--- src/rtl/encoder16x4_serial_if.sv ---
// Handshake bundle for encoder16x4_serial: request vector in, index beats out.
// master drives req_valid/req_data/out_ready; slave is the encoder side.
interface encoder16x4_serial_if #(
  parameter int N_IN  = 16,
  parameter int IDX_W = 4
);
  logic             req_valid;
  logic             req_ready;
  logic [N_IN-1:0]  req_data;
  logic             out_valid;
  logic             out_ready;
  logic [IDX_W-1:0] out_idx;
  logic             out_last;
  logic             out_zero;

  modport master (
    output req_valid,
    output req_data,
    output out_ready,
    input  req_ready,
    input  out_valid,
    input  out_idx,
    input  out_last,
    input  out_zero
  );

  modport slave (
    input  req_valid,
    input  req_data,
    input  out_ready,
    output req_ready,
    output out_valid,
    output out_idx,
    output out_last,
    output out_zero
  );
endinterface

--- src/rtl/encoder16x4_serial.sv ---
// Serial 16-to-4 priority encoder: walks every set bit of a request vector
// and emits one 4-bit index per beat, lowest first.
// Ports: clk, rst (sync, active-high), bus (encoder16x4_serial_if.slave).
// Build option: define ENCODER_MSB_FIRST_EN for highest-bit-first order.
module encoder16x4_serial (
  input  logic                 clk,
  input  logic                 rst,
  encoder16x4_serial_if.slave  bus
);
  localparam int N_IN  = 16;
  localparam int IDX_W = 4;

  localparam logic [0:0] IDLE = 1'b0;
  localparam logic [0:0] EMIT = 1'b1;

  localparam logic [N_IN-1:0] ONE = N_IN'(1);

  logic [0:0]       state;
  logic [N_IN-1:0]  pend;
  logic [IDX_W-1:0] sel;
  logic             zero;
  logic             one_hot;
  logic             last;
  logic             emit;

  // Priority pick; the loop direction makes the last match win.
  always_comb begin
    sel = '0;
`ifdef ENCODER_MSB_FIRST_EN
    for (int i = 0; i < N_IN; i++)
      if (pend[i]) sel = IDX_W'(i);
`else
    for (int i = N_IN - 1; i >= 0; i--)
      if (pend[i]) sel = IDX_W'(i);
`endif
  end

  assign zero    = (pend == '0);
  assign one_hot = !zero &&
                   ((pend & (pend - ONE)) == '0);
  // A zero vector still produces a single closing beat.
  assign last    = one_hot || zero;

  // Outputs are forced low while reset is held.
  assign emit          = (state == EMIT) && !rst;
  assign bus.req_ready = (state == IDLE) && !rst;
  assign bus.out_valid = emit;
  assign bus.out_idx   = emit ? sel : '0;
  assign bus.out_last  = emit && last;
  assign bus.out_zero  = emit && zero;

  always_ff @(posedge clk) begin
    if (rst) begin
      state <= IDLE;
      pend  <= '0;
    end else begin
      case (state)
        IDLE: begin
          if (bus.req_valid) begin
            pend  <= bus.req_data;
            state <= EMIT;
          end
        end
        EMIT: begin
          if (bus.out_ready) begin
            pend[sel] <= 1'b0;
            if (last) state <= IDLE;
          end
        end
        default: state <= IDLE;
      endcase
    end
  end
endmodule

--- src/flat_wrapper.sv ---
// flat-port wrapper written by rule: the top's interface ports become plain ports
module encoder16x4_serial_flat 
  (clk, rst, bus_req_valid, bus_req_data, bus_out_ready, bus_req_ready, bus_out_valid, bus_out_idx, bus_out_last, bus_out_zero);
  encoder16x4_serial_if bus_i ();
  input  logic clk;
  input  logic rst;
  input wire logic [$bits(bus_i.req_valid)-1:0] bus_req_valid;
  input wire logic [$bits(bus_i.req_data)-1:0] bus_req_data;
  input wire logic [$bits(bus_i.out_ready)-1:0] bus_out_ready;
  output wire logic [$bits(bus_i.req_ready)-1:0] bus_req_ready;
  output wire logic [$bits(bus_i.out_valid)-1:0] bus_out_valid;
  output wire logic [$bits(bus_i.out_idx)-1:0] bus_out_idx;
  output wire logic [$bits(bus_i.out_last)-1:0] bus_out_last;
  output wire logic [$bits(bus_i.out_zero)-1:0] bus_out_zero;
  assign bus_i.req_valid = bus_req_valid;
  assign bus_i.req_data = bus_req_data;
  assign bus_i.out_ready = bus_out_ready;
  assign bus_req_ready = bus_i.req_ready;
  assign bus_out_valid = bus_i.out_valid;
  assign bus_out_idx = bus_i.out_idx;
  assign bus_out_last = bus_i.out_last;
  assign bus_out_zero = bus_i.out_zero;
  encoder16x4_serial u_core (.clk(clk), .rst(rst), .bus(bus_i));
endmodule
--- config.mk ---
export PLATFORM = sky130hd
export DESIGN_NAME = encoder16x4_serial_flat
export DESIGN_NICKNAME = d
export VERILOG_FILES = /design/src/rtl/encoder16x4_serial_if.sv /design/src/rtl/encoder16x4_serial.sv /design/src/flat_wrapper.sv
export SDC_FILE = /design/constraint.sdc
export NUM_CORES = 1
export LEC_CHECK = 0
export BUFFER_PORTS_ARGS = -buffer_cell sky130_fd_sc_hd__buf_2
export CORE_MARGIN = 4
export CORE_UTILIZATION = 49
export DETAILED_ROUTE_END_ITERATION = 8
export HOLD_SLACK_MARGIN = 0.03
export PLACE_DENSITY = 0.74
export SYNTH_ARGS = -nofsm -noshare
export SYNTH_HDL_FRONTEND = slang
export SYNTH_SLANG_ARGS = --single-unit
--- constraint.sdc ---
create_clock -name clk -period 2.7 [get_ports clk]
set_input_delay 0.405 -clock clk [delete_from_list [all_inputs] [get_ports clk]]
set_output_delay 0.405 -clock clk [all_outputs]
set_load 0.02 [all_outputs]
=== Word level (Yosys, flattened, before mapping) ===
Cells that the tools add are included.

* Add/subtract/negate cells: 1
* Magnitude comparators: 2
* Eq/ne operators: 2
* Muxes and demuxes: 26
* Bitwise operators: 4
* Reductions and logical operators: 12

{| class="wikitable"
|+ Operators with widths
! operator !! number
|-
| $mux 4 || 17
|-
| $and 16x16->16 || 2
|-
| $logic_not 16->1 || 2
|-
| $mux 16 || 2
|-
| $pmux 16 s2 || 1
|-
| $not 16->16 || 1
|-
| $sub 16x1->16 const B || 1
|-
| $logic_and 1x1->1 || 6
|-
| $lt 4x5->1 const B || 1
|-
| $demux 1 s4 || 1
|-
| $ge 4x1->1 const B || 1
|-
| $mux 1 || 4
|-
| $ne 2x2->1 const B || 2
|-
| $logic_not 1->1 || 2
|-
| $pmux 1 s2 || 1
|-
| $reduce_and 2->1 || 1
|-
| $logic_or 1x1->1 || 1
|-
| $not 1->1 || 1
|}

* Flip-flop bits (word level): 17
* Output and inout port bits: 8
* Word-level logic and storage cells: 49

=== Logic depth before layout (Yosys ltp) ===
Gate-level depths: netlist (run 1).

* Word-level depth: 24
* Gate-level depth with buffers: 6

=== Worst setup path after synthesis (run 1) ===
No wires, ideal clock.

* Path type: register -> output
* Start point: register u_core.pend[8]
* End point: output port bus_out_zero
* Arrival time: 1.890 ns
* Required time: 2.295 ns
* Setup slack: 0.405 ns
* Stages on the path, launching flop included: 6
* Path through: dfxtp_1 > buf_2 > nor4_2 > nand2b_1 > or3_1 > nor4_1

* Word-level cells in the longest chain between the ends: 2

{| class="wikitable"
|+ RTL lines
! element !! line !! text
|-
| from (decl) || encoder16x4_serial.sv:19 || <nowiki>logic [N_IN-1:0] pend;</nowiki>
|-
| from (signal assigned) || encoder16x4_serial.sv:60 || <nowiki>pend <= bus.req_data;</nowiki>
|-
| $logic_not 16->1 || encoder16x4_serial.sv:38 || <nowiki>assign zero = (pend == '0);</nowiki>
|-
| $logic_and 1x1->1 || encoder16x4_serial.sv:50 || <nowiki>assign bus.out_zero = emit && zero;</nowiki>
|-
| to (decl) || flat_wrapper.sv:14 || <nowiki>output wire logic [$bits(bus_i.out_zero)-1:0] bus_out_zero;</nowiki>
|}

Every way passes these cells.

=== Final worst setup path (run 1) ===
* Start point: register u_core.pend[0]
* End point: output port bus_out_last

* Word-level cells in the longest chain between the ends: 6
* Elaborated cells between the ends (all ways): 8
* Those cells by class: add/sub (1); bitwise (1); reduce/logical (6)

{| class="wikitable"
|+ RTL lines
! element !! line !! text
|-
| $sub 16x1->16 || encoder16x4_serial.sv:40 || <nowiki>((pend & (pend - ONE)) == '0);</nowiki>
|-
| $and 16x16->16 || encoder16x4_serial.sv:40 ||
|-
| $logic_not 16->1 || encoder16x4_serial.sv:40 ||
|-
| $logic_and 1x1->1 || encoder16x4_serial.sv:39 || <nowiki>assign one_hot = !zero &&</nowiki>
|-
| $logic_or 1x1->1 * || encoder16x4_serial.sv:42 || <nowiki>assign last = one_hot || zero;</nowiki>
|-
| $logic_and 1x1->1 * || encoder16x4_serial.sv:49 || <nowiki>assign bus.out_last = emit && last;</nowiki>
|-
| to (decl) || flat_wrapper.sv:13 || <nowiki>output wire logic [$bits(bus_i.out_last)-1:0] bus_out_last;</nowiki>
|}

Mark *: on every way between the ends. The rest lies on a longest branch, timed or not.

==> impl_metrics.tcl, run 1 <==
set metrics [dict create \
    synth_edf_count 0 \
    drv_cap 0 \
    p_leak_nw 0.5655 \
    setup_viol 0 \
    antenna-diode-count 0 \
    worstSkewPairLatency_ns 0.30 \
    dp.cells 204 \
    grtUsageTotal_pct 21.14 \
    synth.yosys.seq_area_share_pct 26.72 \
    slew_headroom_pct 58.53 \
    clock_path_buffers 2 \
    io_pins 28 \
    port_buffers 27 \
    multi_input_area_um2 865.8 \
    critPathLaunch "u_core.pend[0]" \
    vias 1368 \
    synth_fp_nets 178 \
    grt_overflow_total 0 \
    holdCritPathClass "input port to flop" \
    dp_hpwl_um 2525 \
    coreArea_mm2 0.002477 \
    r2r_slack_ns 0.62 \
    seq_area_um2 344.1 \
    crit_chain "or3_4, nand3b_4, o41a_1, nor4_2, and4_1, buf_4" \
    run_status "finished clean" \
    ys_seq_elements 17 \
    yosysWarningCount 0 \
    async_reset_ff_share_pct 0 \
    die_area_mm2 0.003479 \
    period_share_pct 95.36 \
    tns_ns 0 \
    antenna_found_initial 0 \
    path_delay_family "simple AND/OR/NAND/NOR gates" \
    fin_crit_ns 2.575 \
    p_per_area_mw_per_mm2 515.7 \
    final_common_cell "buf_2" \
    initial_core_util_pct 51.41 \
    finalClockSkew_ns 0.001550 \
    root_buffer "clkbuf_4" \
    dr.pass1.iters 5 \
    drt-total-wl_um 3516 \
    timing.rr.start "u_core.pend[8]" \
    comb_power_share_pct 39.7 \
    netlist_instances 158 \
    die_x_um 58.99 \
    vias_per_cell 6.545 \
    clk_pin_slew_ns 0.10 \
    clkPwrFrac_pct 19.1 \
    ctsHtreeMaxLevel 1 \
    die_h_um 58.99 \
    drc 0 \
    critical_path_required_ns 2.30 \
    crit_slowest_cell "or3_4" \
    hold_viol 0 \
    drive_gt1_share_pct 24.58 \
    power_switching_share_pct 39.15 \
    numCtsBuffers 3 \
    grt_pass1_vias 1224 \
    holdCritStartpoint "bus_out_ready" \
    power.net_switching_mw 0.2917 \
    row_count 18 \
    grt_pass1_wl_um 5720 \
    cp.arrival_ns 2.17 \
    tightest_slew_ns 0.6153 \
    synth-main-ff-cell "dfxtp_1" \
    tritoncts "yes" \
    grt_max_degree 20 \
    intPower_mw 0.4535 \
    syn_area_per_cell_um2 8.062 \
    cp-start-kind "flop" \
    synthDistinctLibCells 41 \
    clock.fmax_mhz 388.4 \
    syn2layout_area_growth_pct 13.46 \
    final_cells 209 \
    path_buf_inv 1 \
    synth_area_mm2 0.001274 \
    crit_path_max_incr_delay_ns 0.42 \
    wl_per_cell_um 16.82 \
    fill_cells 247 \
    layout_common_cells "buf_2 (26), o21ai_0 (18), nor2_1 (18), dfxtp_1 (14), a311oi_1 (13)" \
    nets 200 \
    setup.worst_path.end_class "output pin" \
    pwr-share-seq_pct 41.2 \
    gp_congestion 0.9240 \
    cp_max_fo 8 \
    drtIter0Drc 87 \
    ir_worst_vdd_v 0.0004446 \
    clock_sinks 17 \
    final-max-slew-violation-count 0 \
    rsz0062_at_grt "no" \
    critical_path_class "flop to output pin" \
    detail-route-antenna-nets 0 \
]
## per-stage QoR
stage	utilization [%]	hold WS (ns)	power [mW]	setup slack (ns)	instance area, µm²
floorplan	-	0.5162	0.5198	0.4049	1274
global placement	56.36	0.5412	0.5892	0.4204	1396
detailed placement	56.36	0.5696	0.5946	0.3983	1396
CTS	57.42	0.3109	0.7357	0.05771	1423
global route	58.33	0.3198	0.7911	0.0004550	1445
finish	58.33	0.3073	0.7452	0.1253	1445
## cell usage after synthesis, types with 2 or more instances
cell type | number | area [µm²]
mux2i_1 | 10 | 100.1
nor4_1 | 3 | 18.77
or3_1 | 3 | 18.77
nand2b_1 | 5 | 31.28
a221oi_1 | 5 | 43.79
nand2_1 | 8 | 30.03
clkbuf_1 | 5 | 18.77
a21oi_1 | 5 | 25.02
nor2_1 | 18 | 67.56
o21ai_1 | 2 | 10.01
dfxtp_1 | 17 | 340.3
inv_1 | 5 | 18.77
buf_1 | 2 | 7.510
a311oi_1 | 13 | 113.9
nor4_2 | 2 | 25.02
nor2b_1 | 2 | 12.51
buf_2 | 4 | 20.02
nor3_1 | 5 | 25.02
a211oi_1 | 2 | 15.01
a31o_2 | 2 | 17.52
o21ai_0 | 18 | 90.09
maj3_1 | 2 | 20.02
o22a_1 | 2 | 17.52
## layout make-up
cell class	count	area share, %
Tap cell	30	2.597
Multi-Input combinational cell	124	59.91
Timing Repair Buffer	29	10.56
Clock buffer	4	1.818
Sequential cell	17	23.81
Inverter	5	1.299
## sequential cells by signal, summed over array words and instances, names as in the netlist
signal,cells
u_core.state,1
u_core.pend,16
## worst reg2reg max path, cell delays in order (launching register included)
cell	delay (ns)
dfxtp_1	0.58
nor2_1	0.12
o31ai_1	0.32
a31oi_1	0.14
o41ai_2	0.60
a221oi_1	0.18
## power by group through the flow
stage	Clock [mW]	Sequential, mW	Combinational (mW)
after floorplan	0	0.292	0.228
after global placement	0	0.308	0.281
after detailed placement	0	0.309	0.286
after CTS	0.145	0.304	0.287
after global routing	0.155	0.311	0.326
final	0.142	0.307	0.296
## what timing repair did
| action | in CTS | in global routing |
|---|---|---|
| setup endpoints to repair | 0 | 1 |
| buffers inserted | 0 | 1 |
| hold buffers | 0 | 0 |
| resized for setup | 0 | 5 |
## kinds of logic after synthesis
family | share of synthesized area (%)
AOI/OAI and AO/OA | 33.20
muxes | 7.859
buffers and inverters | 5.993
DFF | 26.72
and+or+nand+nor | 24.66
adders and majority gates | 1.572
## final timing paths
path                                        to  cells past startpoint
worst max-delay path              bus_out_last                      6
worst min-delay path            u_core.pend[0]                      2
worst max register to register  u_core.pend[1]                      5
worst min register to register  u_core.pend[1]                      2
## layer usage
| layer | vias to the layer above | share of wire, % | GRT usage [%] |
|---|---|---|---|
| met2 | 76 | 49 | 33.91 |
| met3 | 3 | 11 | 6.318 |
| li1 | 657 | - | - |
| met5 | - | 0 | 0 |
| met1 | 632 | 40 | 28.04 |
| met4 | 0 | 0.14 | 4.531 |
Note: power is estimated with default switching activity, not from simulation.
==> run 2, diff against run 1 <==
Settings changed: CELL_PAD_IN_SITES_DETAIL_PLACEMENT from default to 0, CELL_PAD_IN_SITES_GLOBAL_PLACEMENT from default to 1, CORE_UTILIZATION 49 to 39, PLACE_DENSITY 0.74 to 0.79.
==> impl_metrics.tcl, run 2 (synthesis gave the netlist of run 1 again) <==
set metrics [dict create \
    die_x_um 65.15 \
    port_buffers 27 \
    tightest_slew_ns 0.6416 \
    crit_path_max_incr_delay_ns 0.41 \
    hold_viol 0 \
    finalClockSkew_ns 0.004204 \
    seq_area_um2 345.3 \
    grt_pass1_wl_um 6078 \
    power_switching_share_pct 38.99 \
    initial_core_util_pct 41.38 \
    dp_hpwl_um 2561 \
    antenna-diode-count 0 \
    wl_per_cell_um 16.01 \
    final_area_mm2 0.001473 \
    row_count 20 \
    grt_overflow_total 0 \
    period_share_pct 95.82 \
    final_common_cell "buf_2" \
    drtIter0Drc 115 \
    antenna_found_initial 0 \
    largest_register_ffs 16 \
    power.net_switching_mw 0.2907 \
    dr.pass1.iters 4 \
    io_pins 28 \
    hold_ws_ns 0.3051 \
    fill_cells 325 \
    run_status "finished clean" \
    vias 1341 \
    r2r_end "u_core.pend[1]" \
    tritoncts "yes" \
    intPower_mw 0.4548 \
    final_cells 223 \
    grt_pass1_vias 1253 \
    worstSkewPairLatency_ns 0.29 \
    tns_ns 0 \
    setup_viol 0 \
    crit_chain "or3_4, nand3b_4, o41a_1, nor4_4, and4_1, buf_4" \
    clk_pin_slew_ns 0.10 \
    grtUsageTotal_pct 18.17 \
    die_h_um 65.15 \
    p_per_area_mw_per_mm2 506.2 \
    pwr-share-seq_pct 40.8 \
    gp_congestion 0.8902 \
    path_delay_family "simple AND/OR/NAND/NOR gates" \
    clock_sinks 17 \
    final-max-slew-violation-count 0 \
    hold_depth 2 \
    layout_common_cells "buf_2 (26), o21ai_0 (18), nor2_1 (18), dfxtp_1 (15), a311oi_1 (13)" \
    comb_power_share_pct 40.6 \
    clock.fmax_mhz 386.5 \
    dp.cells 219 \
    post_dp_cell_area_mm2 0.001421 \
    p_leak_nw 0.5687 \
    nets 200 \
    grt_max_degree 20 \
    holdCritStartpoint "bus_out_ready" \
    drive_gt1_share_pct 24.02 \
    critical_path_required_ns 2.30 \
    syn2layout_area_growth_pct 15.62 \
    detail-route-antenna-nets 0 \
    cts_resized 0 \
    drc 0 \
    critical_path_class "flop to output pin" \
    vias_per_cell 6.013 \
    cp_max_fo 8 \
    cp-start-kind "flop" \
    clkPwrFrac_pct 18.6 \
    setup.worst_path.end_class "output pin" \
    top_register "u_core.pend" \
    postCtsSetupBuffers 0 \
    multi_input_area_um2 874.6 \
    layout_setup_ws_ns 0.1128 \
    timing.rr.start "u_core.pend[8]" \
    top_regs "u_core.pend: 16 flops, u_core.state: 1 flops" \
    path_buf_inv 1 \
    cp.arrival_ns 2.18 \
    r2r_slack_ns 0.62 \
    ctsHtreeMaxLevel 1 \
    root_buffer "clkbuf_4" \
    reg2reg_depth 6 \
    drv_cap 0 \
    fin_crit_ns 2.587 \
    final_util_pct 47.85 \
    slew_headroom_pct 56.76 \
    coreArea_mm2 0.003078 \
    rsz0062_at_grt "yes" \
    crit_slowest_cell "or3_4" \
    numCtsBuffers 3 \
    cts_hold_buf 0 \
    clock_path_buffers 2 \
    drt-total-wl_um 3571 \
    die_area_mm2 0.004245 \
    holdCritPathClass "input port to flop" \
    pre_cts_ws_ns 0.3683 \
    hold_end "u_core.pend[0]" \
    total_power_mw 0.7454 \
    ir_worst_vdd_v 0.0003021 \
]
==> run 2: cell counts in the layout (fill, tap and decap cells not counted) <==
Identical to the previous run, type by type.
==> run 2: power by group through the flow <==
stage	Combinational [mW]	Sequential, mW	Clock, mW
2_1_floorplan	0.228	0.292	0
4_1_cts	0.292	0.302	0.148
6_report	0.303	0.304	0.139
5_1_grt	0.337	0.309	0.156
3_3_place_gp	0.290	0.307	0
3_5_place_dp	0.290	0.308	0
==> run 2: final cells by class <==
| type | count | share of cell area [%] |
|---|---|---|
| multi-input combinational | 124 | 59.39 |
| sequential | 17 | 23.45 |
| timing repair buffer | 29 | 10.37 |
| tap | 44 | 3.738 |
| clock buffer | 4 | 1.784 |
| inverter | 5 | 1.274 |
==> run 2: worst max-delay path by stage <==
stage,startpoint,end,slack [ns],cells past startpoint
after global placement,u_core.pend[0],bus_out_last,0.39,6
after detailed placement,u_core.pend[0],bus_out_last,0.37,6
final,u_core.pend[0],bus_out_last,0.11,6
after CTS,u_core.pend[0],bus_out_last,0.01,6
after floorplan,u_core.pend[8],bus_out_zero,0.40,5
after global routing,u_core.pend[0],bus_out_last,-0.02,6
==> run 2: worst reg2reg max path, cell delays in order (launching register included) <==
cell	delay, ns
dfxtp_1	0.39
buf_4	0.18
nor2_1	0.06
o31ai_1	0.34
a31oi_1	0.15
o41ai_2	0.63
a221oi_1	0.19
==> run 2: per-layer routing <==
metal | part of all wire, % | track usage [%] | wire length [µm] | vias up
li1 | - | - | - | 661
met1 | 43 | 24.00 | 1533 | 618
met2 | 47 | 29.63 | 1665 | 55
met3 | 8.7 | 5.128 | 310 | 7
met4 | 1.7 | 3.627 | 61 | 0
met5 | 0 | 0 | 0 | -
